===== src/rtl/pong_pixel_gen.sv =====
// Pong game core and pixel source: paddles, ball, scores and serve/point/game-over FSM.
// Optional macro CENTER_NET_EN draws a dashed green centre net.
module pong_pixel_gen #(
  parameter int SCREEN_W   = 640,
  parameter int SCREEN_H   = 480,
  parameter int PADDLE_W   = 8,
  parameter int PADDLE_H   = 64,
  parameter int PADDLE_XL  = 16,
  parameter int PADDLE_XR  = 616,
  parameter int BALL_SZ    = 8,
  parameter int BALL_SPD   = 2,
  parameter int PAD_SPD    = 4,
  parameter int MAX_SCORE  = 9,
  parameter int POINT_HOLD = 60
) (
  input  logic       clk,
  input  logic       reset,
  input  logic [9:0] hcount,
  input  logic [9:0] vcount,
  input  logic       blank,
  input  logic       vsync,
  input  logic       btn_l_up,
  input  logic       btn_l_dn,
  input  logic       btn_r_up,
  input  logic       btn_r_dn,
  input  logic       serve,
  output logic       iR,
  output logic       iG,
  output logic       iB,
  output logic [3:0] score_l,
  output logic [3:0] score_r,
  output logic [1:0] dbg_state_o,
  output logic [9:0] dbg_ball_x_o,
  output logic [9:0] dbg_ball_y_o,
  output logic       dbg_dx_neg_o,
  output logic       dbg_dy_neg_o,
  output logic [9:0] dbg_pad_l_o,
  output logic [9:0] dbg_pad_r_o
);

  typedef enum logic [1:0] {
    S_SERVE = 2'd0,
    S_PLAY  = 2'd1,
    S_POINT = 2'd2,
    S_OVER  = 2'd3
  } state_t;

  localparam int HW = $clog2(POINT_HOLD + 1);

  localparam logic [10:0] SPD11   = 11'(BALL_SPD);
  localparam logic [10:0] SZ11    = 11'(BALL_SZ);
  localparam logic [10:0] SW11    = 11'(SCREEN_W);
  localparam logic [10:0] SH11    = 11'(SCREEN_H);
  localparam logic [10:0] PW11    = 11'(PADDLE_W);
  localparam logic [10:0] PH11    = 11'(PADDLE_H);
  localparam logic [10:0] XL11    = 11'(PADDLE_XL);
  localparam logic [10:0] XR11    = 11'(PADDLE_XR);
  localparam logic [10:0] LFACE11 = 11'(PADDLE_XL + PADDLE_W);

  localparam logic [9:0] SPD10  = 10'(BALL_SPD);
  localparam logic [9:0] CX10   = 10'((SCREEN_W - BALL_SZ) / 2);
  localparam logic [9:0] CY10   = 10'((SCREEN_H - BALL_SZ) / 2);
  localparam logic [9:0] PAD010 = 10'((SCREEN_H - PADDLE_H) / 2);
  localparam logic [9:0] YBOT10 = 10'(SCREEN_H - BALL_SZ);
  localparam logic [9:0] LHIT10 = 10'(PADDLE_XL + PADDLE_W);
  localparam logic [9:0] RHIT10 = 10'(PADDLE_XR - BALL_SZ);

  localparam logic signed [10:0] PSPD_S = 11'(PAD_SPD);
  localparam logic signed [10:0] PMAX_S = 11'(SCREEN_H - PADDLE_H);
  localparam logic [3:0]         MAXS   = 4'(MAX_SCORE);
  localparam logic [HW-1:0]      HLAST  = HW'(POINT_HOLD - 1);

  state_t        state_q;
  logic          vsync_q;
  logic [HW-1:0] hold_q;
  logic [9:0]    pad_l_q, pad_r_q, ball_x_q, ball_y_q;
  logic          dx_neg_q, dy_neg_q;
  logic [3:0]    score_l_q, score_r_q;
  logic [2:0]    rgb_q;

  logic          tick;
  logic [9:0]    pad_l_d, pad_r_d, y_w;
  logic          dy_w;
  logic [10:0]   bx11, by11, pl11, pr11, hx11, vy11;
  logic          ov_l, ov_r, hit_l, hit_r, miss_l, miss_r;
  logic          in_pad, in_ball;
  logic [2:0]    pix_rgb;

  // Signed 11-bit step so moving up from near 0 clamps instead of wrapping.
  function automatic logic [9:0] pad_step(input logic [9:0] y, input logic up, input logic dn);
    logic signed [10:0] t;
    t = $signed({1'b0, y});
    if (up && !dn)      t = t - PSPD_S;
    else if (dn && !up) t = t + PSPD_S;
    if (t < 11'sd0)       t = 11'sd0;
    else if (t > PMAX_S)  t = PMAX_S;
    return t[9:0];
  endfunction

  assign tick    = vsync_q & ~vsync;
  assign pad_l_d = pad_step(pad_l_q, btn_l_up, btn_l_dn);
  assign pad_r_d = pad_step(pad_r_q, btn_r_up, btn_r_dn);

  assign bx11 = {1'b0, ball_x_q};
  assign by11 = {1'b0, ball_y_q};
  assign pl11 = {1'b0, pad_l_q};
  assign pr11 = {1'b0, pad_r_q};
  assign hx11 = {1'b0, hcount};
  assign vy11 = {1'b0, vcount};

  always_comb begin
    y_w  = ball_y_q;
    dy_w = dy_neg_q;
    if (dy_neg_q && by11 < SPD11) begin
      y_w  = '0;
      dy_w = 1'b0;
    end else if (!dy_neg_q && (by11 + SZ11 + SPD11 > SH11)) begin
      y_w  = YBOT10;
      dy_w = 1'b1;
    end else if (dy_neg_q) begin
      y_w = ball_y_q - SPD10;
    end else begin
      y_w = ball_y_q + SPD10;
    end
  end

  // Paddle contact uses the ball position at the start of the tick.
  assign ov_l   = (by11 + SZ11 > pl11) && (by11 < pl11 + PH11);
  assign ov_r   = (by11 + SZ11 > pr11) && (by11 < pr11 + PH11);
  assign hit_l  = dx_neg_q && (bx11 >= LFACE11) && (bx11 - SPD11 < LFACE11) && ov_l;
  assign hit_r  = !dx_neg_q && (bx11 + SZ11 <= XR11) && (bx11 + SZ11 + SPD11 > XR11) && ov_r;
  assign miss_l = dx_neg_q && (bx11 < SPD11);
  assign miss_r = !dx_neg_q && (bx11 + SZ11 + SPD11 > SW11);

  assign in_pad = (vy11 >= pl11 && vy11 < pl11 + PH11 && hx11 >= XL11 && hx11 < XL11 + PW11) ||
                  (vy11 >= pr11 && vy11 < pr11 + PH11 && hx11 >= XR11 && hx11 < XR11 + PW11);
  assign in_ball = (state_q != S_OVER) &&
                   hx11 >= bx11 && hx11 < bx11 + SZ11 && vy11 >= by11 && vy11 < by11 + SZ11;

`ifdef CENTER_NET_EN
  localparam logic [10:0] NETL11 = 11'(SCREEN_W / 2 - 2);
  localparam logic [10:0] NETR11 = 11'(SCREEN_W / 2 + 2);
  logic in_net;
  assign in_net = hx11 >= NETL11 && hx11 < NETR11 && !vcount[4];
  always_comb begin
    pix_rgb = 3'b000;
    if (!blank)                  pix_rgb = 3'b000;
    else if (in_pad || in_ball)  pix_rgb = 3'b111;
    else if (in_net)             pix_rgb = 3'b010;
  end
`else
  always_comb begin
    pix_rgb = 3'b000;
    if (blank && (in_pad || in_ball)) pix_rgb = 3'b111;
  end
`endif

  always_ff @(posedge clk) begin
    if (reset) begin
      state_q   <= S_SERVE;
      vsync_q   <= 1'b1;
      hold_q    <= '0;
      pad_l_q   <= PAD010;
      pad_r_q   <= PAD010;
      ball_x_q  <= CX10;
      ball_y_q  <= CY10;
      dx_neg_q  <= 1'b0;
      dy_neg_q  <= 1'b0;
      score_l_q <= '0;
      score_r_q <= '0;
      rgb_q     <= '0;
    end else begin
      vsync_q <= vsync;
      rgb_q   <= pix_rgb;
      if (tick) begin
        if (state_q != S_OVER) begin
          pad_l_q <= pad_l_d;
          pad_r_q <= pad_r_d;
        end
        case (state_q)
          S_SERVE: if (serve) state_q <= S_PLAY;
          S_PLAY: begin
            ball_y_q <= y_w;
            dy_neg_q <= dy_w;
            if (hit_l) begin
              ball_x_q <= LHIT10;
              dx_neg_q <= 1'b0;
            end else if (hit_r) begin
              ball_x_q <= RHIT10;
              dx_neg_q <= 1'b1;
            end else if (miss_l || miss_r) begin
              // The scorer's opponent receives the next serve direction.
              if (miss_l) score_r_q <= score_r_q + 4'd1;
              else        score_l_q <= score_l_q + 4'd1;
              dx_neg_q <= miss_l;
              ball_x_q <= CX10;
              ball_y_q <= CY10;
              hold_q   <= '0;
              state_q  <= S_POINT;
            end else if (dx_neg_q) begin
              ball_x_q <= ball_x_q - SPD10;
            end else begin
              ball_x_q <= ball_x_q + SPD10;
            end
          end
          S_POINT: begin
            hold_q <= hold_q + 1'b1;
            if (hold_q == HLAST)
              state_q <= (score_l_q == MAXS || score_r_q == MAXS) ? S_OVER : S_SERVE;
          end
          S_OVER: begin
            if (serve) begin
              score_l_q <= '0;
              score_r_q <= '0;
              dx_neg_q  <= 1'b0;
              state_q   <= S_SERVE;
            end
          end
          default: state_q <= S_SERVE;
        endcase
      end
    end
  end

  assign {iR, iG, iB}  = rgb_q;
  assign score_l      = score_l_q;
  assign score_r      = score_r_q;
  assign dbg_state_o  = state_q;
  assign dbg_ball_x_o = ball_x_q;
  assign dbg_ball_y_o = ball_y_q;
  assign dbg_dx_neg_o = dx_neg_q;
  assign dbg_dy_neg_o = dy_neg_q;
  assign dbg_pad_l_o  = pad_l_q;
  assign dbg_pad_r_o  = pad_r_q;

endmodule

===== config.mk =====
export PLATFORM = sky130hd
export DESIGN_NAME = pong_pixel_gen
export DESIGN_NICKNAME = d
export VERILOG_FILES = /design/src/rtl/pong_pixel_gen.sv
export SDC_FILE = /design/constraint.sdc
export NUM_CORES = 1
export LEC_CHECK = 0
export CORE_ASPECT_RATIO = 1.5
export CORE_MARGIN = 5
export CORE_UTILIZATION = 46
export CTS_BUF_LIST = sky130_fd_sc_hd__clkbuf_4 sky130_fd_sc_hd__clkbuf_8
export DETAILED_ROUTE_END_ITERATION = 6
export PLACE_DENSITY = 0.71
export SETUP_SLACK_MARGIN = 0.5
export SLEW_MARGIN = 20
export SYNTH_ARGS = -nofsm -noshare
export SYNTH_HDL_FRONTEND = slang
export SYNTH_SLANG_ARGS = --single-unit

===== constraint.sdc =====
create_clock -name clk -period 3.4 [get_ports clk]
set_clock_uncertainty 0.15 [all_clocks]
set_input_delay 0.34 -clock clk [delete_from_list [all_inputs] [get_ports clk]]
set_output_delay 0.34 -clock clk [all_outputs]
set_load 0.05 [all_outputs]

### Word level (Yosys, flattened, before mapping)

Cells that the tools add are included.

* word-level logic and storage cells: 174
* bits of input ports: 29
* output and inout bits: 55
* register bits after elaboration: 62

* eq/ne operators: 16
* mux-type cells: 49
* add/sub/neg operators: 18
* reductions and logical operators: 49
* magnitude comparators: 28
* bitwise operators: 2

Operators with widths (number)
* $mux 10: 14
* $lt 10x11->1: 6
* $gt 11x10->1 const B: 4
* $mux 11: 4
* $ge 10x10->1: 4
* $mux 4: 9
* $logic_and 1x1->1: 27
* $add 10x3->11 const B: 2
* $add 10x4->11 const B: 2
* $add 10x7->11 const B: 2
* $add 11x2->11 const B: 2
* $gt 11x10->1: 2
* $lt 11x1->1 const B: 2
* $sub 10x3->11 const B: 2
* $reduce_and 7->1: 3
* $add 10x2->10 const B: 2
* $ge 10x5->1 const B: 2
* $lt 10x2->1 const B: 2
* $sub 10x2->10 const B: 2
* $mux 6: 3
* $ne 2x2->1 const B: 9
* $pmux 4 s2: 2
* $mux 2: 7
* $pmux 6 s2: 1
* other kinds (28): 47

### Depth between registers and ports, before layout

Gate-level depths: netlist of run 1.

* word-level depth: 9
* depth in mapped cells: 16
* mapped depth without buffers: 14

### Worst setup path after synthesis of run 1

Ideal clock, no wire load.

* path type: flip-flop to flip-flop
* start point: reg ball_y_q[5], in the netlist dbg_ball_y_o[5]
* end point: reg score_l_q[2], in the netlist score_l[2]
* clock period less this slack: 3.822 ns
* path buffers: 2
* library setup time: 0.075 ns
* data required time: 3.175 ns
* cell stages (with the launch flop): 16
* setup slack: -0.422 ns
* arrival time: 3.598 ns
* cell sequence: dfxtp_1 > clkbuf_1 > nand3_1 > nor2_1 > xnor2_1 > inv_1 > ha_1 > nand4_1 > or4_1 > a21oi_1 > o21ai_0 > nand4bb_1 > buf_6 > nand2_2 > or4_1 > a31oi_1

* word-level cells in the longest chain between the ends: 6
* elaborated cells on any way between the ends: 12
* those cells by class: add/sub: 1; order compare: 4; eq/ne: 2; reduce/logical: 5

Ends and longest elaborated chain
* start, declared: RTL line 76 `logic [9:0] pad_l_q, pad_r_q, ball_x_q, ball_y_q;`
* start signal, assigned: RTL line 183 `ball_y_q <= y_w;`
* $add 10x4->11: RTL line 128, 129
* $gt 11x10->1, on equally long branches: RTL line 129, 128
* $logic_and 1x1->1, on equally long branches: RTL line 129, 128
* $logic_and 1x1->1, on equally long branches: RTL line 131, 130
* $ne 2x2->1 (no line)
* $reduce_and 7->1 (no line) (*)
* end signal, assigned: RTL line 194 `else score_l_q <= score_l_q + 4'd1;`
* end, declared: RTL line 78 `logic [3:0] score_l_q, score_r_q;`

Every way passes the cells marked *; elsewhere a longest branch is shown, timed or not.
A chain may end at the register's enable or synchronous reset.

### Worst setup path in the final report of run 1

* start point: reg ball_y_q[3], in the netlist dbg_ball_y_o[3]
* end point: reg ball_x_q[1], in the netlist dbg_ball_x_o[1]

* word-level cells in the longest chain between the ends: 6
* elaborated cells on any way between the ends: 11
* those cells by class: add/sub: 1; order compare: 4; mux: 2; reduce/logical: 4

Ends and longest elaborated chain
* $add 10x4->11: RTL line 128, 129
* $gt 11x10->1: RTL line 129 `assign ov_r = (by11 + SZ11 > pr11) && (by11 < pr11 + PH11);`
* $logic_and 1x1->1: RTL line 129
* $logic_and 1x1->1: RTL line 131 `assign hit_r = !dx_neg_q && (bx11 + SZ11 <= XR11) && (bx11 + SZ11 + SPD11 > XR11) && ov_r;`
* $mux 10: RTL line 188 `end else if (hit_r) begin`
* $mux 10 (*): RTL line 185 `if (hit_l) begin`
* end signal, assigned: RTL line 201 `ball_x_q <= ball_x_q - SPD10;`
* end signal, assigned: RTL line 203 `ball_x_q <= ball_x_q + SPD10;`
* end, declared: RTL line 76

Marked as above.

==> results.cfg, run 1 <==
[cells_and_area]
fillers = 1320
finalInstanceArea_um2 = 8910
drive_above_1_share_pct = 21.1
area_growth_pct = 32.6
num-nets-final = 1163
postLayoutCoreUtil_pct = 61.6
antennaDiodeCount = 0

[cts]
clk_pin_slew_ps = 120
htree_levels = 2
postCtsHoldBufs = 0
cts_root_buf = clkbuf_8
clock_path_buffers = 2
clock_latency_ps = 340
cts-buffers-inserted = 5
cts_sinks = 55
cts_tree = done

[pwr]
ir_drop_v = 0.000197
powerDensity_nw_per_um2 = 232
p_leak_nw = 3.62

[sta]
rsz0062_at_grt = yes
setup_viol = 0
hold_violations = 0
finalSetupTns_ps = 0
period_needed_ps = 3340
tightest_slew_ps = 650
hold_ws_ps = 371
setup_slack_ps = 63.9
period_share_pct = 98.1
final_max_slew_viol_count = 0
fmax_mhz = 300
slew_headroom_pct = 56.7

[worst_setup_path]
cp_slowest_stage_delay_ps = 510
cp_slowest_cell = or4_4
crit_chain = ha_4 > xor2_1 > buf_4 > ha_1 > a21o_1 > a211oi_1 > nor2_1 > a311oi_1 > o21ai_1 > nand4_1 > nand2_4 > or4_4 > a21oi_2
setup.worst_path.class = flop to flop
endpoint_kind = flop
worst_r2r_path_depth = 13
reg2reg_slack_ps = 60
rr_endpoint = dbg_ball_x_o[1]$_SDFFE_PP0P_
worstPathArrival_ps = 3450
path_delay_family = compound AO/OA/AOI/OAI gates
crit_path_max_fanout = 5
critPathLaunchType = flop
worstPathRequired_ps = 3510
r2r_start = dbg_ball_y_o[3]$_SDFFE_PP1P_
worst-path-buf-inv = 1

[die]
row_count = 54
fp.coreArea_um2 = 14500
initial_core_util_pct = 46.5
die_y_um = 158
die_area_um2 = 17200
ios = 84
fp.dieW_um = 109

[drt]
drt-pass1-iter-count = 5
post-route-drc-count = 0
wl_per_cell_um = 18.5
num_vias = 7317
detail-route-antenna-nets = 0
drt-total-wl_um = 22600
vias_per_cell = 6.02
drtIter0Drc = 442

[global_routing]
grt_pass1_vias = 7175
gr-total-overflow = 0
grt_pass1_wl_um = 35000
grt_util_all_layers_pct = 25.4
grt_max_degree = 38
grt_antenna_before_repair = 0

[yosys]
synth_edf_count = 0
ys_seq_elements = 55
ys.flop_type = dfxtp_1
syn-cell-area_um2 = 6720
yosysWarnings = 0
seq_area_frac_synth_pct = 16.4
avgSynthCellArea_um2 = 7.64
synth_cell_types = 79
syn_inst = 880
synthArstFlopShare_pct = 0

[worst_hold_path]
min_from = hold_q[1]$_SDFFE_PP0P_
hold_class = flop to flop
whs_path_depth = 2
hold_end = hold_q[1]$_SDFFE_PP0P_

[placement]
dp_hpwl_um = 17000
finalWeightedCongestion = 0.968
placed_area_um2 = 8180
portBuffers = 77
dpl_worst_slack_ps = 39.8

[flow_run]
max_cap_violations = 0

[outcome]
status = complete, no violations
[synth_stat cells (10+ instances only)]
cell        n  area share, %
dfxtp_1    55             16
or3_1      13            1.2
o21a_1     13            1.5
a31oi_1    10           0.93
a22oi_1    10            1.1
inv_1      52            2.9
nor4_1     10           0.93
xnor2_1    33            4.3
o211ai_1   14            1.6
nor2_1     65            3.6
nand4_1    17            1.6
o21ai_0    55            4.1
nand3_1    32            2.4
nand2b_1   17            1.6
ha_1      115             21
nor3_1     21            1.6
buf_4      11            1.2
a21oi_1    66            4.9
clkbuf_1   25            1.4
nand2_1    70            3.9
nor2b_1    15            1.4
xor2_1     11            1.4
[cell usage in the layout (no fill, tap or decap), types with 16 or more instances in the layout]
cell type        count
ha_1               106
buf_4               80
clkdlybuf4s50_1     77
nand2_1             66
nor2_1              62
a21oi_1             61
o21ai_0             49
inv_1               44
dfxtp_1             34
xnor2_1             27
nand3_1             26
nor3_1              20
nand4_1             17
nand2b_1            16
[flip-flops by register name (all words and copies together), names as in the netlist]
signal,flops
rgb_q,1
dbg_ball_y_o,10
dbg_state_o,2
vsync_q,1
dbg_dx_neg_o,1
hold_q,6
dbg_dy_neg_o,1
dbg_pad_l_o,8
dbg_ball_x_o,9
score_r,4
dbg_pad_r_o,8
score_l,4
[report_power, final]
part           internal (mW)  switching, mW
Clock                  0.232          0.270
Combinational          0.364          0.498
Sequential             0.660         0.0390
Total                   1.26          0.807
[how the worst max path moves through the flow]
stage	startpoint	to	slack [ps]	depth (start not counted)
floorplan	dbg_ball_y_o[5]$_SDFFE_PP1P_	dbg_dx_neg_o$_SDFFE_PP0P_	50	15
global placement	dbg_ball_y_o[4]$_SDFFE_PP0P_	dbg_dx_neg_o$_SDFFE_PP0P_	50	14
detailed placement	dbg_ball_x_o[3]$_SDFFE_PP1P_	dbg_dx_neg_o$_SDFFE_PP0P_	40	12
CTS	dbg_ball_y_o[3]$_SDFFE_PP1P_	dbg_dx_neg_o$_SDFFE_PP0P_	230	14
global route	dbg_ball_y_o[3]$_SDFFE_PP1P_	dbg_ball_x_o[1]$_SDFFE_PP0P_	-50	13
finish	dbg_ball_y_o[3]$_SDFFE_PP1P_	dbg_ball_x_o[1]$_SDFFE_PP0P_	60	13
[routing by layer]
metal  vias up  share of wire [%]  track usage, %
met2       258                 52            47.4
met1      3440                 37            26.3
met4         0                7.6            17.1
li1       3505                  -               -
met3       114                4.1            2.77
met5         -                  0               0
[final cells by class]
cell class                      instances  area [um2]  area share [%]
Timing Repair Buffer                  171        1520            17.1
Tap cell                              196         245            2.75
Sequential cell                        55        1150            12.9
Clock buffer                            6        76.3           0.856
Clock inverter                          2        38.8           0.435
Multi-Input combinational cell        730        5670            63.6
Inverter                               56         218            2.44
[worst register-to-register path: stages, from the launching register on]
cell	delay, ps
dfxtp_4	400
ha_4	190
xor2_1	180
buf_4	180
ha_1	240
a21o_1	180
a211oi_1	230
nor2_1	90
a311oi_1	350
o21ai_1	160
nand4_1	190
nand2_4	80
or4_4	510
a21oi_2	130
[cell families (layout without fill, tap and decap cells)]
kind of cell	count (synthesis)	count (layout)	share of synthesized area, %
other cells	1	5	0.0558
fa+ha+maj	115	115	21.4
simple gates	307	307	23.8
buf+inv	99	235	6.35
mux	8	8	1.25
compound gates	249	249	24.5
flops	55	55	16.4
xor+xnor	46	46	6.22
[metrics by stage]
step | instances | power (mW)
floorplan | 884 | 1.24
global placement | 1180 | 1.49
detailed placement | 1180 | 1.50
CTS | 1205 | 2.03
global route | 1216 | 2.18
finish | 1216 | 2.06
[repair_timing]
item / CTS / global route
pin swaps: 16 / 28
endpoints found under the setup margin: 34 / 39
cloned: 0 / 2
gates resized for setup: 34 / 59
endpoints found under the hold margin: 0 / 0
buffers inserted: 17 / 9
Note: power is estimated with default switching activity, not from simulation.
==> run 2, diff against run 1 <==
--- a/config.mk
+++ b/config.mk
@@ -10,7 +10,7 @@
 export CORE_UTILIZATION = 46
 export CTS_BUF_LIST = sky130_fd_sc_hd__clkbuf_4 sky130_fd_sc_hd__clkbuf_8
 export DETAILED_ROUTE_END_ITERATION = 6
-export PLACE_DENSITY = 0.71
+export PLACE_DENSITY = 0.68
 export SETUP_SLACK_MARGIN = 0.5
 export SLEW_MARGIN = 20
 export SYNTH_ARGS = -nofsm -noshare
==> constraint.sdc (replaced) <==
create_clock -name clk -period 3.82 [get_ports clk]
set_clock_uncertainty 0.15 [all_clocks]
set_input_delay 0.382 -clock clk [delete_from_list [all_inputs] [get_ports clk]]
set_output_delay 0.382 -clock clk [all_outputs]
set_load 0.05 [all_outputs]
==> results.cfg, run 2 (synthesized netlist as in run 1, its figures left out) <==
[drt]
drtIter0Drc = 481
post-route-drc-count = 0
num_vias = 6958
drt-pass1-iter-count = 5
vias_per_cell = 5.88
drt-total-wl_um = 20900
wl_per_cell_um = 17.7
detail-route-antenna-nets = 0

[cts]
cts_tree = done
postCtsHoldBufs = 0
cts_root_buf = clkbuf_8
clock_path_buffers = 2
cts_sinks = 55
clk_pin_slew_ps = 130
cts-buffers-inserted = 5
htree_levels = 2
clock_latency_ps = 340

[pwr]
seq_power_share_pct = 36.5
intPower_mw = 1.02
switching_power_uw = 701
p_leak_nw = 3.38
total_power_mw = 1.72
ir_drop_v = 0.000151
p_comb_share_pct = 41.2
p_sw_share_pct = 40.8
powerDensity_nw_per_um2 = 205
clockPowerShare_pct = 22.2

[worst_setup_path]
r2r_start = dbg_ball_y_o[4]$_SDFFE_PP0P_
setup.worst_path.class = flop to flop
reg2reg_slack_ps = 540
crit_start = dbg_ball_y_o[4]$_SDFFE_PP0P_
crit_path_end = dbg_ball_y_o[1]$_SDFFE_PP0P_
crit_path_max_fanout = 9
rr_endpoint = dbg_ball_y_o[1]$_SDFFE_PP0P_
critPathLaunchType = flop
worstPathArrival_ps = 3400
endpoint_kind = flop
worst_r2r_path_depth = 13
worstPathRequired_ps = 3940

[sta]
period_needed_ps = 3280
setup_viol = 0
rsz0062_at_grt = yes
hold_violations = 0
period_share_pct = 85.8
tightest_slew_ps = 768
hold_ws_ps = 357
finalSetupTns_ps = 0
setup_slack_ps = 543
slew_headroom_pct = 48.7
final_max_slew_viol_count = 0
fmax_mhz = 305

[die]
die_area_um2 = 17200
fp.dieW_um = 109
die_y_um = 158
ios = 84
initial_core_util_pct = 46.5
row_count = 54
fp.coreArea_um2 = 14500

[outcome]
status = complete, no violations

[global_routing]
grt_antenna_before_repair = 0
grt_util_all_layers_pct = 24.5
grt_pass1_wl_um = 33800
grt_max_degree = 38
gr-total-overflow = 0
grt_pass1_vias = 6801

[placement]
placedCellCount = 1144
dp_hpwl_um = 15700
portBuffers = 77
dpl_worst_slack_ps = 189
finalWeightedCongestion = 0.897

[flow_run]
max_cap_violations = 0

[cells_and_area]
area_growth_pct = 24.4
fin_cells = 1183
drive_above_1_share_pct = 14.5
antennaDiodeCount = 0
final_cell_mix = ha_1, clkdlybuf4s50_1, nand2_1
final_common_cell = ha_1
largest_reg_flops = 10
num-nets-final = 1130

[worst_hold_path]
hold_class = flop to flop
whs_path_depth = 2
-- run 2: cell types whose count changed in the layout (fill, tap and decap cells not counted), sizes merged --
cell      change
buf          -33
clkinv        +1
bufinv        -1
clkinvlp      -2
inv           +3
clkbuf        -1
-- run 2: timing repair --
action / in CTS / in global routing
endpoints found under the setup margin: 27 / 19
buffers inserted: 18 / 13
gates resized for setup: 23 / 27
pin swaps: 5 / 13
hold endpoints to repair: 0 / 0
-- run 2: per-layer routing --
| metal | part of all wire [%] | wire length, um | global-route usage (%) | vias up |
|---|---|---|---|---|
| met2 | 53 | 11000 | 45.3 | 214 |
| met5 | 0 | 0 | 0 | - |
| met1 | 39 | 8180 | 27.6 | 3243 |
| li1 | - | - | - | 3440 |
| met4 | 4.1 | 858 | 11.9 | 0 |
| met3 | 3.9 | 821 | 2.49 | 61 |
-- run 2: per-stage QoR --
step	instance area [um2]	util (%)
2_1_floorplan	6830	-
3_3_place_gp	7810	54.0
3_5_place_dp	7810	54.0
4_1_cts	8140	56.3
5_1_grt	8370	57.9
6_report	8370	57.9
-- run 2: cell type report --
cell class	instances	area, um2
fill	1368	6090
multi-input combinational	730	5440
timing repair buffer	138	1230
sequential	55	1140
tap	196	245
inverter	56	210
clock buffer	5	68.8
clock inverter	3	26.3
-- run 2: power groups by stage --
stage | Sequential [mW] | Clock [mW] | Combinational, mW
3_5_place_dp | 0.640 | 0 | 0.656
5_1_grt | 0.631 | 0.411 | 0.781
2_1_floorplan | 0.682 | 0 | 0.411
3_3_place_gp | 0.640 | 0 | 0.648
6_report | 0.627 | 0.382 | 0.708
4_1_cts | 0.625 | 0.388 | 0.679
-- run 2: how the worst min path moves through the flow --
stage	slack, ps	endpoint	start
global placement	330	hold_q[1]$_SDFFE_PP0P_	hold_q[1]$_SDFFE_PP0P_
finish	360	hold_q[1]$_SDFFE_PP0P_	hold_q[1]$_SDFFE_PP0P_
detailed placement	340	hold_q[1]$_SDFFE_PP0P_	hold_q[1]$_SDFFE_PP0P_
CTS	350	hold_q[1]$_SDFFE_PP0P_	hold_q[1]$_SDFFE_PP0P_
floorplan	310	hold_q[1]$_SDFFE_PP0P_	hold_q[1]$_SDFFE_PP0P_
global route	370	hold_q[1]$_SDFFE_PP0P_	hold_q[1]$_SDFFE_PP0P_
-- run 2: critical path, cell delays in order, from the launching register on --
cell       delay (ps)
dfxtp_4           400
buf_4             160
inv_1              90
ha_4              310
inv_1              80
or4_4             520
nor2_1            130
a2111oi_2          70
o21a_1            210
o31ai_4           430
o21a_1            280
buf_4             140
nand2_1            60
o22ai_1           160
==> run 3, diff against run 2 <==
--- a/config.mk
+++ b/config.mk
@@ -10,6 +10,7 @@
 export CORE_UTILIZATION = 46
 export CTS_BUF_LIST = sky130_fd_sc_hd__clkbuf_4 sky130_fd_sc_hd__clkbuf_8
 export DETAILED_ROUTE_END_ITERATION = 6
+export GPL_TIMING_DRIVEN = 1
 export PLACE_DENSITY = 0.68
 export SETUP_SLACK_MARGIN = 0.5
 export SLEW_MARGIN = 20
==> results of run 3 <==
No change in the layout: final DEF, timing and power equal those of run 2.
==> RTL change 1: new RTL, flow settings as in run 3 <==
The parameter `POINT_HOLD` goes from 60 to 120.
--- a/src/rtl/pong_pixel_gen.sv
+++ b/src/rtl/pong_pixel_gen.sv
@@ -11,7 +11,7 @@
   parameter int BALL_SPD   = 2,
   parameter int PAD_SPD    = 4,
   parameter int MAX_SCORE  = 9,
-  parameter int POINT_HOLD = 60
+  parameter int POINT_HOLD = 120
 ) (
   input  logic       clk,
   input  logic       reset,
Formal check against the unedited RTL: same outputs for any inputs over 4 cycles, from zero or initial values and one cycle with reset high; that may be too few to reach the edited logic, so the function may still have changed.
==> RTL change 1 against run 3 <==
Routed wire length grew 2.7%; power shrank 5.1%; sequential cell count grew 1; via count grew 4.3%; largest power group is now sequential cells; worst hold slack lost 0.088 ns; area after synthesis grew 3.6%; largest cell class unchanged; setup slack lost 0.13 ns; design area grew 3.9%; first-iteration DRC count shrank 18%.
==> RTL change 1: results (changes against run 3) <==
Parameter                              Value

Place
  Area of placed instances    8130 um2 (+4.1%)
  Number of placed instances with taps included    1,190 (+4.0%)
  Half-perimeter wire length of the detailed placement result    16,600 um (+5.8%)
  Routability cong.    0.969 (+8.0%)
  Setup Slack @ Placement    0.294 ns (+0.104 ns)

Cells and area
  Filler cell count in the final layout    1,458 (+6.6%)
  Number of flip-flops under the largest register name    10 (unchanged)
  Signal buf overhead    14.0% (-0.69 points)
  Area fraction of clock buffers and clock inverters    1.32% (+0.19 points)
  Signal inverters    61 (+8.9%)
  Register area    1140 um2 (+0.55%)
  Multi-input combinational area share    66.0% (+0.89 points)
  Post-route core utilization    58.0% (+0.11 points)
  Number of multi-input logic gates    755 (+3.4%)
  Nonclk buf count    135 (-2.2%)

Power
  Reported combinational group power    585 uW (-17%)
  Internal    1.04 mW (+2.5%)
  Maximum vdd drop    0.156 mV (+3.6%)
  Part of the total power dissipated in sequential elements    38.5% (+2.0 points)
  Net Sw Frac    36.1% (-4.7 points)
  Leakage power    3.51 nW (+3.8%)

Routing
  Routed length on met1    8580 um (+4.8%)
  Wire length reported by the detailed router    21,500 um (+2.7%)
  Post-DR wirelength/cell    17.7 um (about the same)
  Met3 wire length    731 um (-11%)
  Detailed route wirelength on metal2    11,400 um (+3.3%)
  Iteration-0 DRC Markers    393 (-18%)
  Overall via count from detail_route    7,254 (+4.3%)

Clock tree
  Post-CTS Setup Bufs    4 (-14)
  Source-to-sink clock delay at the later pin of the worst-skew pair    0.32 ns (-0.02 ns)
  Count of instances resized after the clock tree is built    15 (-35%)

GRT
  Wire length of the first global-routing pass    34,400 um (+1.8%)
  Met3 track utilization from global routing    1.55% (-0.94 points)
  Via count of the first global-routing pass    6,869 (+1.0%)
  Maximum number of pins on one net before global-route repair    43 (+13%)
  Met1 Track Usage GR    25.7% (-1.9 points)
  Met2 track utilization from global routing    44.3% (-1.0 points)

Timing
  Transition at the pin with the smallest max-transition slack    0.882 ns (+0.114 ns)

Synth
  Biggest area contributors in the synthesized netlist    ha_1 (21%), dfxtp_1 (16%), o21ai_0 (4.6%)
  Number of warnings reported in the yosys synthesis log    0 (unchanged)
  Share of synthesized cell area in full adder, half adder and majority cells    20.6% (-0.75 points)
  Ys async rst share    0% (unchanged)
  Count of unique library cells instantiated by Yosys    82 (+3.8%)
  Compound-gate portion of the synthesized area    27.0% (+2.5 points)
  Register bit total from synthesis    56 (+1.8%)
  Gate count of the mapped netlist    915 (+4.0%)
  Seq/Total Area, Yosys    16.1% (-0.29 points)
  Ranking of synthesized cells by instance count    ha_1 (115), nor2_1 (67), o21ai_0 (64)
  Mux contribution to synthesized area    1.63% (+0.39 points)

Floorplan
  Core area    15,000 um2 (+3.8%)

Status
  Run status    finished clean

Critical path
  Arrival time reported for the critical path endpoint    3.48 ns (+0.08 ns)
  Crit-path max FO    12 (+3)

Worst hold path
  Worst hold-check path type    in2reg
RTL change 1: worst max-delay path, stage by stage (launching register included):
cell and delay [ns]:
dfxtp_4 0.43, nand2_4 0.07, nor4_4 0.37, xnor2_2 0.21
inv_2 0.10, ha_4 0.27, nand4_1 0.13, a21oi_1 0.19
nor4_1 0.08, o21ai_1 0.21, o211a_1 0.27, o211ai_1 0.14
o21ai_2 0.12, buf_12 0.16, o311ai_1 0.09, a211o_1 0.31
RTL change 1: final timing paths:
path	endpoint	startpoint	slack [ns]	cells past startpoint
setup / recovery	dbg_ball_y_o[6]$_SDFFE_PP1P_	dbg_ball_y_o[3]$_SDFFE_PP1P_	0.42	15
setup reg to reg	dbg_ball_y_o[6]$_SDFFE_PP1P_	dbg_ball_y_o[3]$_SDFFE_PP1P_	0.42	15
hold / removal	dbg_ball_x_o[1]$_SDFFE_PP0P_	reset	0.27	2
hold reg to reg	hold_q[3]$_SDFFE_PP0P_	hold_q[3]$_SDFFE_PP0P_	0.35	2
==> RTL change 2: new RTL, settings of run 3 <==
Without the edit above. Register the output `dbg_ball_x_o` once more; this adds one clock of latency there. The other outputs are not delayed to match.
--- a/src/rtl/pong_pixel_gen.sv
+++ b/src/rtl/pong_pixel_gen.sv
@@ -226,7 +226,9 @@
   assign score_l      = score_l_q;
   assign score_r      = score_r_q;
   assign dbg_state_o  = state_q;
-  assign dbg_ball_x_o = ball_x_q;
+  always_ff @(posedge clk) begin
+    dbg_ball_x_o <= ball_x_q;
+  end
   assign dbg_ball_y_o = ball_y_q;
   assign dbg_dx_neg_o = dx_neg_q;
   assign dbg_dy_neg_o = dy_neg_q;
Check against the original RTL: not equivalent (a bounded check fails within 4 cycles, from zero or initial values and one cycle with reset high).
==> RTL change 2 against run 3 <==
Final cell count rose by 0.17%; sequential cell count rose by 9; via count rose by 0.16%; sequential share of layout area rose by 1.8 points; area after synthesis fell by 0.50%; power rose by 15%; design area rose by 2.3%; routed wire length fell by 0.30%; setup slack got worse by 0.077 ns; critical path depth rose by 3; synthesized cell count fell by 0.45%; critical path type unchanged.
==> RTL change 2: results (changes against run 3) <==
Parameter                              Value

GRT
  Maximum number of pins on one net before global-route repair    35 (-7.9%)
  Via count of the first global-routing pass    6,728 (-1.1%)
  Met2 track utilization from global routing    45.5% (+0.21 points)
  Tot GR Track Use    24.0% (-0.44 points)
  Met1 Track Usage GR    25.5% (-2.1 points)
  Wire length of the first global-routing pass    32,900 um (-2.6%)

Cells and area
  Signal buf overhead    14.4% (-0.29 points)
  Multi-input gate area    5300 um2 (-2.6%)
  Nonclk buf count    137 (-0.72%)
  Filler cell count in the final layout    1,321 (-3.4%)
  Sequential portion of the cell area    15.4% (+1.8 points)
  Clock buffers    9 (+4)
  Ratio of cells with drive above 1 in the final layout    14.6% (+0.072 points)
  Finished Cell Area    8560 um2 (+2.3%)

Power
  Reported combinational group power    558 uW (-21%)
  Internal    1.28 mW (+26%)
  Leakage power    3.40 nW (+0.51%)
  Part of the total power dissipated in sequential elements    35.8% (-0.7 points)
  Final total power    1.98 mW (+15%)

Synth
  Seq/Total Area, Yosys    19.2% (+2.8 points)
  Ranking of synthesized cells by instance count    ha_1 (115), a21oi_1 (66), nor2_1 (66)
  Biggest area contributors in the synthesized netlist    ha_1 (22%), dfxtp_1 (19%), a21oi_1 (4.9%)
  Mux contribution to synthesized area    0.617% (-0.63 points)
  Gate count of the mapped netlist    876 (-0.45%)

Clock tree
  Post-CTS clock slew at the launch and capture registers of the worst setup and hold paths    0.09 ns (-0.04 ns)
  Source-to-sink clock delay at the later pin of the worst-skew pair    0.36 ns (+0.02 ns)

Place
  Area of placed instances    7910 um2 (+1.3%)
  Half-perimeter wire length of the detailed placement result    16,000 um (+2.1%)
  Routability cong.    0.958 (+6.7%)

Timing
  Transition at the pin with the smallest max-transition slack    0.591 ns (-0.177 ns)

Critical path
  Arrival time reported for the critical path endpoint    3.45 ns (+0.05 ns)
  Crit-path max FO    8 (-1)
  Cell type of the slowest stage on the worst timing path    dfxtp_4
  Max incr delay on CP    0.41 ns (-0.11 ns)

Status
  Run status    finished clean

Routing
  Overall via count from detail_route    6,969 (+0.16%)
  Routed length on met1    8010 um (-2.1%)
  Iteration-0 DRC Markers    305 (-37%)

Worst hold path
  Hold Path Stages    0 (-2)
-- RTL change 2: how the worst max path moves through the flow --
stage / to / slack, ns / depth (start not counted)
after global placement: ball_x_q[7]$_SDFFE_PP0P_ / 0.19 / 14
after CTS: ball_x_q[7]$_SDFFE_PP0P_ / 0.43 / 12
after global routing: ball_x_q[7]$_SDFFE_PP0P_ / 0.36 / 15
final: hold_q[1]$_SDFFE_PP0P_ / 0.47 / 16
after floorplan: hold_q[1]$_SDFFE_PP0P_ / 0.46 / 15
after detailed placement: ball_x_q[7]$_SDFFE_PP0P_ / 0.17 / 14
-- RTL change 2: stage by stage --
step / hold slack, ns / util, %
floorplan: 0.179 / -
global placement: 0.253 / 55.0
detailed placement: 0.250 / 55.0
CTS: 0.266 / 57.6
global route: 0.275 / 59.5
finish: 0.265 / 59.5
-- RTL change 2: what timing repair did --
item,in CTS,in global routing
endpoints found under the hold margin,0,0
buffers inserted,13,12
pin swaps,4,7
resized for setup,19,31
setup endpoints to repair,29,31
